**src/rtl/div_issue.sv**
```systemverilog
// div_issue
// Initiator side of the divide-unit handshake. Takes one divide operation
// from the execute stage, strobes it into the divide unit once the unit is
// idle, waits for completion and presents the result on a valid/ready
// writeback port. Handles pipeline flushes of an in-flight divide and
// records divide-unit protocol violations and hangs in a sticky flag.
//
// Ports
//   i_clk, i_reset        clock, synchronous active-high reset
//   i_clear               pipeline flush, abandons the current operation
//   i_op_valid/o_op_ready operation handshake from the execute stage
//   i_op_signed/num/den   operation operands, i_op_reg destination register
//   o_div_wr              one-cycle start strobe to the divide unit
//   o_div_signed/num/den  operands to the divide unit (held while pending)
//   i_div_busy/valid/err  divide-unit status, i_div_quotient/flags result
//   o_wb_valid/i_wb_ready writeback handshake to the register file
//   o_wb_reg/data/flags   captured destination, quotient and flags
//   o_wb_err              divide error or timeout
//   o_busy                an operation is in progress
//   o_proto_err           sticky divide-unit protocol violation
module div_issue #(
    parameter int BW      = 32,
    parameter int REGW    = 5,
    parameter int TIMEOUT = 40
) (
    input  logic            i_clk,
    input  logic            i_reset,
    input  logic            i_clear,
    input  logic            i_op_valid,
    output logic            o_op_ready,
    input  logic            i_op_signed,
    input  logic [BW-1:0]   i_op_num,
    input  logic [BW-1:0]   i_op_den,
    input  logic [REGW-1:0] i_op_reg,
    output logic            o_div_wr,
    output logic            o_div_signed,
    output logic [BW-1:0]   o_div_num,
    output logic [BW-1:0]   o_div_den,
    input  logic            i_div_busy,
    input  logic            i_div_valid,
    input  logic            i_div_err,
    input  logic [BW-1:0]   i_div_quotient,
    input  logic [3:0]      i_div_flags,
    output logic            o_wb_valid,
    input  logic            i_wb_ready,
    output logic [REGW-1:0] o_wb_reg,
    output logic [BW-1:0]   o_wb_data,
    output logic [3:0]      o_wb_flags,
    output logic            o_wb_err,
    output logic            o_busy,
    output logic            o_proto_err
);

    typedef enum logic [2:0] {
        IDLE   = 3'd0,
        ISSUE  = 3'd1,
        WAIT   = 3'd2,
        RESULT = 3'd3,
        DRAIN  = 3'd4
    } state_t;

    localparam int CW = $clog2(TIMEOUT + 1);

    state_t          state;
    state_t          state_nxt;
    logic [CW-1:0]   wait_cnt;
    logic            div_busy_p1;
    logic            div_valid_p1;
    logic            accept;
    logic            timeout_hit;
    logic            proto_hit;

    assign accept = o_op_ready && i_op_valid;

    // Counter is zero on the first WAIT cycle, so TIMEOUT-1 marks the
    // TIMEOUT-th cycle spent waiting after the write strobe.
    assign timeout_hit = (wait_cnt >= CW'(TIMEOUT - 1));

    // State register
    always_ff @(posedge i_clk) begin
        if (i_reset)
            state <= IDLE;
        else
            state <= state_nxt;
    end

    // Next-state logic
    always_comb begin
        state_nxt = state;
        case (state)
            IDLE:   if (accept) state_nxt = ISSUE;
            ISSUE: begin
                if (i_clear)
                    state_nxt = IDLE;
                else if (!i_div_busy)
                    state_nxt = WAIT;
            end
            WAIT: begin
                if (i_div_valid && i_clear)
                    state_nxt = IDLE;
                else if (i_div_valid)
                    state_nxt = RESULT;
                else if (i_clear)
                    state_nxt = DRAIN;
                else if (timeout_hit)
                    state_nxt = RESULT;
            end
            RESULT: if (i_clear || i_wb_ready) state_nxt = IDLE;
            DRAIN:  if (i_div_valid || timeout_hit) state_nxt = IDLE;
            default: state_nxt = IDLE;
        endcase
    end

    // Output logic; everything is forced low while reset is applied
    always_comb begin
        o_op_ready = 1'b0;
        o_div_wr   = 1'b0;
        o_wb_valid = 1'b0;
        o_busy     = 1'b0;
        if (!i_reset) begin
            o_op_ready = (state == IDLE) && !i_clear;
            // A flush in the same cycle suppresses the strobe entirely.
            o_div_wr   = (state == ISSUE) && !i_div_busy && !i_clear;
            o_wb_valid = (state == RESULT);
            o_busy     = (state != IDLE);
        end
    end

    // Protocol checks on the divide-unit status lines
    always_comb begin
        proto_hit = 1'b0;
        if (i_div_busy && i_div_valid)
            proto_hit = 1'b1;
        if ((state == WAIT) && (wait_cnt == '0) && !i_div_busy)
            proto_hit = 1'b1;
        if (((state == WAIT) || (state == DRAIN)) && div_busy_p1 && !i_div_busy && !i_div_valid)
            proto_hit = 1'b1;
        if (div_valid_p1 && i_div_valid)
            proto_hit = 1'b1;
        if (i_div_valid && ((state == IDLE) || (state == ISSUE) || (state == RESULT)))
            proto_hit = 1'b1;
        if (i_div_err && !i_div_valid)
            proto_hit = 1'b1;
        if (((state == WAIT) && !i_div_valid && !i_clear && timeout_hit) ||
            ((state == DRAIN) && !i_div_valid && timeout_hit))
            proto_hit = 1'b1;
    end

    // Stage p1: previous-cycle divide-unit status and sticky error
    always_ff @(posedge i_clk) begin
        if (i_reset) begin
            div_busy_p1  <= 1'b0;
            div_valid_p1 <= 1'b0;
            o_proto_err  <= 1'b0;
        end else begin
            div_busy_p1  <= i_div_busy;
            div_valid_p1 <= i_div_valid;
            o_proto_err  <= o_proto_err | proto_hit;
        end
    end

    // Operand capture, wait counter and writeback result registers
    always_ff @(posedge i_clk) begin
        if (i_reset) begin
            o_div_signed <= 1'b0;
            o_div_num    <= '0;
            o_div_den    <= '0;
            o_wb_reg     <= '0;
            o_wb_data    <= '0;
            o_wb_flags   <= '0;
            o_wb_err     <= 1'b0;
            wait_cnt     <= '0;
        end else begin
            if (accept) begin
                o_div_signed <= i_op_signed;
                o_div_num    <= i_op_num;
                o_div_den    <= i_op_den;
                o_wb_reg     <= i_op_reg;
            end
            if (o_div_wr)
                wait_cnt <= '0;
            else if (((state == WAIT) || (state == DRAIN)) && !timeout_hit)
                wait_cnt <= wait_cnt + 1'b1;
            if ((state == WAIT) && !i_clear) begin
                if (i_div_valid) begin
                    o_wb_data  <= i_div_quotient;
                    o_wb_flags <= i_div_flags;
                    o_wb_err   <= i_div_err;
                end else if (timeout_hit) begin
                    o_wb_data  <= '0;
                    o_wb_flags <= '0;
                    o_wb_err   <= 1'b1;
                end
            end
        end
    end

endmodule

```
**config.mk**
```make
export PLATFORM = sky130hd
export DESIGN_NAME = div_issue
export DESIGN_NICKNAME = d
export VERILOG_FILES = /design/src/rtl/div_issue.sv
export SDC_FILE = /design/constraint.sdc
export NUM_CORES = 1
export LEC_CHECK = 0
export CAP_MARGIN = 40
export CELL_PAD_IN_SITES_DETAIL_PLACEMENT = 1
export CELL_PAD_IN_SITES_GLOBAL_PLACEMENT = 1
export CORE_MARGIN = 3
export CORE_UTILIZATION = 28
export CTS_CLUSTER_SIZE = 25
export DETAILED_ROUTE_END_ITERATION = 6
export PLACE_DENSITY_LB_ADDON = 0.1
export REMOVE_ABC_BUFFERS = 1
export SETUP_SLACK_MARGIN = 0.15
export SKIP_LAST_GASP = 1
export SYNTH_ARGS = -nofsm -noshare
export SYNTH_HDL_FRONTEND = slang
export SYNTH_SLANG_ARGS = --single-unit
export TNS_END_PERCENT = 20
```
**constraint.sdc**
```tcl
create_clock -name i_clk -period 2.07 [get_ports i_clk]
set_clock_uncertainty 0.2 [all_clocks]
set_input_delay 0.207 -clock i_clk [delete_from_list [all_inputs] [get_ports i_clk]]
set_output_delay 0.207 -clock i_clk [all_outputs]
set_load 0.02 [all_outputs]
```
==> out/results.ini <==
[run_status]
status = finished clean

[timing]
period_needed_ns = 1.95
slew_headroom_pct = 60.7
worst_slack_ns = 0.116
worst_pin_slew_ns = 0.590
slew_viol_final = 0
rsz0062_at_grt = yes
timing.fmax_mhz = 512
fin_crit_sh_pct = 94.4
setup_viol = 0
finalHoldViolations = 0

[global_route]
grt_usage_pct = 18.0
grt_pass1_wl_mm = 23.6
first_global_vias = 4562
antenna_found_initial = 0
grt_max_degree = 55
overflow = 0

[clocking]
tritoncts = built
cts_buffer_depth = 2
cts_root_buf = clkbuf_16
htree_levels = 4
cts_made_buffers = 17
clk_pin_slew_ns = 0.06
clk_latency_ns = 0.41
cts_sinks = 119

[synth]
ys_async_sr_fraction_pct = 0
synth_xor_xnor_area_share_pct = 0.990
synth_seq_cells = 119
synthCells = 475
synth_simple_gate_area_share_pct = 18.2
synth-edff-count = 0
ys.flop_type = dfxtp_1
synth_fa_ha_area_share_pct = 0.583
seq_area_frac_synth_pct = 55.5
syn_area_um2 = 4300
synth_warnings = 0
synth_top_family_by_area = compound AO/OA/AOI/OAI gates
synth_compound_area_share_pct = 19.6
avgSynthCellArea_um2 = 9.04
synth_cell_types = 48
synthMuxAreaShare_pct = 0.233

[final_layout]
layoutNonFillerInstCount = 909
multiInputGateArea_um2 = 1760
syn2layout_area_growth_pct = 75.6
reg_top3 = o_div_den (32), o_div_num (32), o_wb_data (32)
drive_gt1_share_pct = 10.6
fill_cells = 1683
diodes = 0
seq_area_um2 = 2380
layout.nets = 828

[drt]
wl_per_cell_um = 17.1
drtIter0Drc = 201
vias = 4388
drc_errors = 0
postRouteAntennaNets = 0
via_per_inst = 4.83
dr.pass1.iters = 5
drt-total-wl_mm = 15.5

[setup_path]
cp_slowest_cell = or4b_1
end_kind = register
worstPathMaxFanout = 3
crit_path_start_kind = register
worstSetupPathType = register to register
required_ns = 2.20
crit_chain = buf_4 > inv_2 > ha_1 > or4b_1 > nor3_1 > a31oi_1 > o22ai_1
crit_family = simple AND/OR/NAND/NOR gates
crit_buf_inv = 2
worstPathArrival_ns = 2.08
slowest_delay_ns = 0.44

[place]
gp_congestion = 0.731
port_buffers = 225
preCtsSetupSlack_ns = -0.182
place_inst = 873
hpwl_mm = 11.1

[floorplanning]
dieHeight_um = 130
core-area_um2 = 14800
dieWidth_um = 130
rows = 44
dieArea_um2 = 16900
num_io_pins = 226
start_util_pct = 29.1

[power]
p_per_area_nw_per_um2 = 802
ir_drop_mv = 0.641
leakage_nw = 2.73

[min_path]
min_path_type = input port to register

[run]
drv_cap = 0

[cell families (layout without fill, tap and decap cells)]
logic type,after synthesis,after routing
mux,1,1
compound gates,128,128
buf+inv,40,290
flops,119,119
xor+xnor,4,4
fa+ha+maj,2,2
simple gates,181,181
[power by group]
group | leakage, nW | switching [mW] | internal (mW)
combinational | 1.47 | 0.269 | 0.352
sequential | 0.964 | 0.0265 | 2.35
clock | 0.299 | 1.01 | 2.05
[timing repair]
item / CTS / global route
pin swaps: 2 / 4
setup buffers: 0 / 3
gates cloned: 1 / 0
endpoints found under the hold margin: 0 / 0
resized for setup: 13 / 9
hold buffers: 0 / 0
setup endpoints to repair: 44 / 49
[worst reg2reg max path, delay by kind of cell, from the launching register on]
kind | cells | cell delay, ns
AND/OR/NAND/NOR | 2 | 0.65
flip-flops | 1 | 0.33
AO/OA/AOI/OAI | 2 | 0.31
buffers and inverters | 2 | 0.24
adder cells (fa/ha/maj) | 1 | 0.15
[path summary, 6_finish.rpt]
kind                      start             to  slack [ns]  depth (start not counted)
setup / recovery    wait_cnt[0]    o_proto_err        0.12                          7
setup reg to reg    wait_cnt[0]    o_proto_err        0.12                          7
hold / removal          i_reset  o_div_num[31]        0.08                          3
hold reg to reg   o_div_den[12]  o_div_den[12]        0.25                          2
[metal layers]
| metal | part of all wire (%) | GRT usage [%] | up-vias |
|---|---|---|---|
| met5 | 0 | 0 | - |
| met4 | 2.3 | 7.09 | 0 |
| met3 | 8.9 | 7.57 | 27 |
| met2 | 48 | 30.3 | 191 |
| met1 | 41 | 20.3 | 2076 |
| li1 | - | - | 2094 |
[synthesized netlist by cell type (2+ instances only)]
| library cell | number | area share (%) |
|---|---|---|
| a211oi_1 | 2 | 0.35 |
| a21o_1 | 2 | 0.35 |
| a21oi_1 | 72 | 8.4 |
| a22o_1 | 36 | 7.3 |
| a31oi_1 | 2 | 0.29 |
| buf_2 | 10 | 1.2 |
| buf_4 | 5 | 0.87 |
| buf_6 | 4 | 1.0 |
| clkbuf_1 | 15 | 1.3 |
| dfxtp_1 | 119 | 55 |
| ha_1 | 2 | 0.58 |
| inv_1 | 6 | 0.52 |
| nand2_1 | 142 | 12 |
| nor2_1 | 12 | 1.0 |
| nor2b_1 | 4 | 0.58 |
| nor3_1 | 3 | 0.35 |
| nor3b_1 | 2 | 0.35 |
| nor4_1 | 4 | 0.58 |
| o22ai_1 | 2 | 0.29 |
| xnor2_1 | 3 | 0.61 |
[final cells by class]
| type | instances | area share (%) |
|---|---|---|
| timing repair buffer | 252 | 33.6 |
| sequential | 119 | 31.6 |
| multi-input combinational | 316 | 23.3 |
| clock buffer | 25 | 6.70 |
| tap | 184 | 3.05 |
| clock inverter | 7 | 1.53 |
| inverter | 6 | 0.299 |
[cells in the final DEF, fill, tap and decap left out, types with 2 or more instances in the layout]
master,count
nor4_1,3
clkbuf_16,17
clkbuf_8,5
bufinv_16,3
clkinvlp_4,2
buf_12,6
nor3_1,3
inv_1,5
buf_4,20
a31oi_1,2
clkinv_2,2
a21o_1,2
nor2b_1,3
clkbuf_1,3
dfxtp_1,118
xnor2_1,3
nor2_1,12
nor3b_1,2
and3_2,2
nand2_1,142
o22ai_1,2
clkdlybuf4s50_1,220
nor4_2,2
a22o_1,36
a21oi_1,72
buf_2,2
[stage by stage]
stage               TNS, ns  instance area [um2]  util [%]  hold slack, ns  power (mW)
floorplan            -62.16                 4110         -          0.0761        2.60
global placement      -1.19                 6840      46.4           0.241        3.02
CTS                 -0.0149                 7510      50.9          0.0630        6.14
finish                    0                 7540      51.1          0.0819        6.05
detailed placement    -2.28                 6840      46.4           0.247        3.03
global route              0                 7540      51.1          0.0786        6.30
Power figures use the tool's default switching activity.
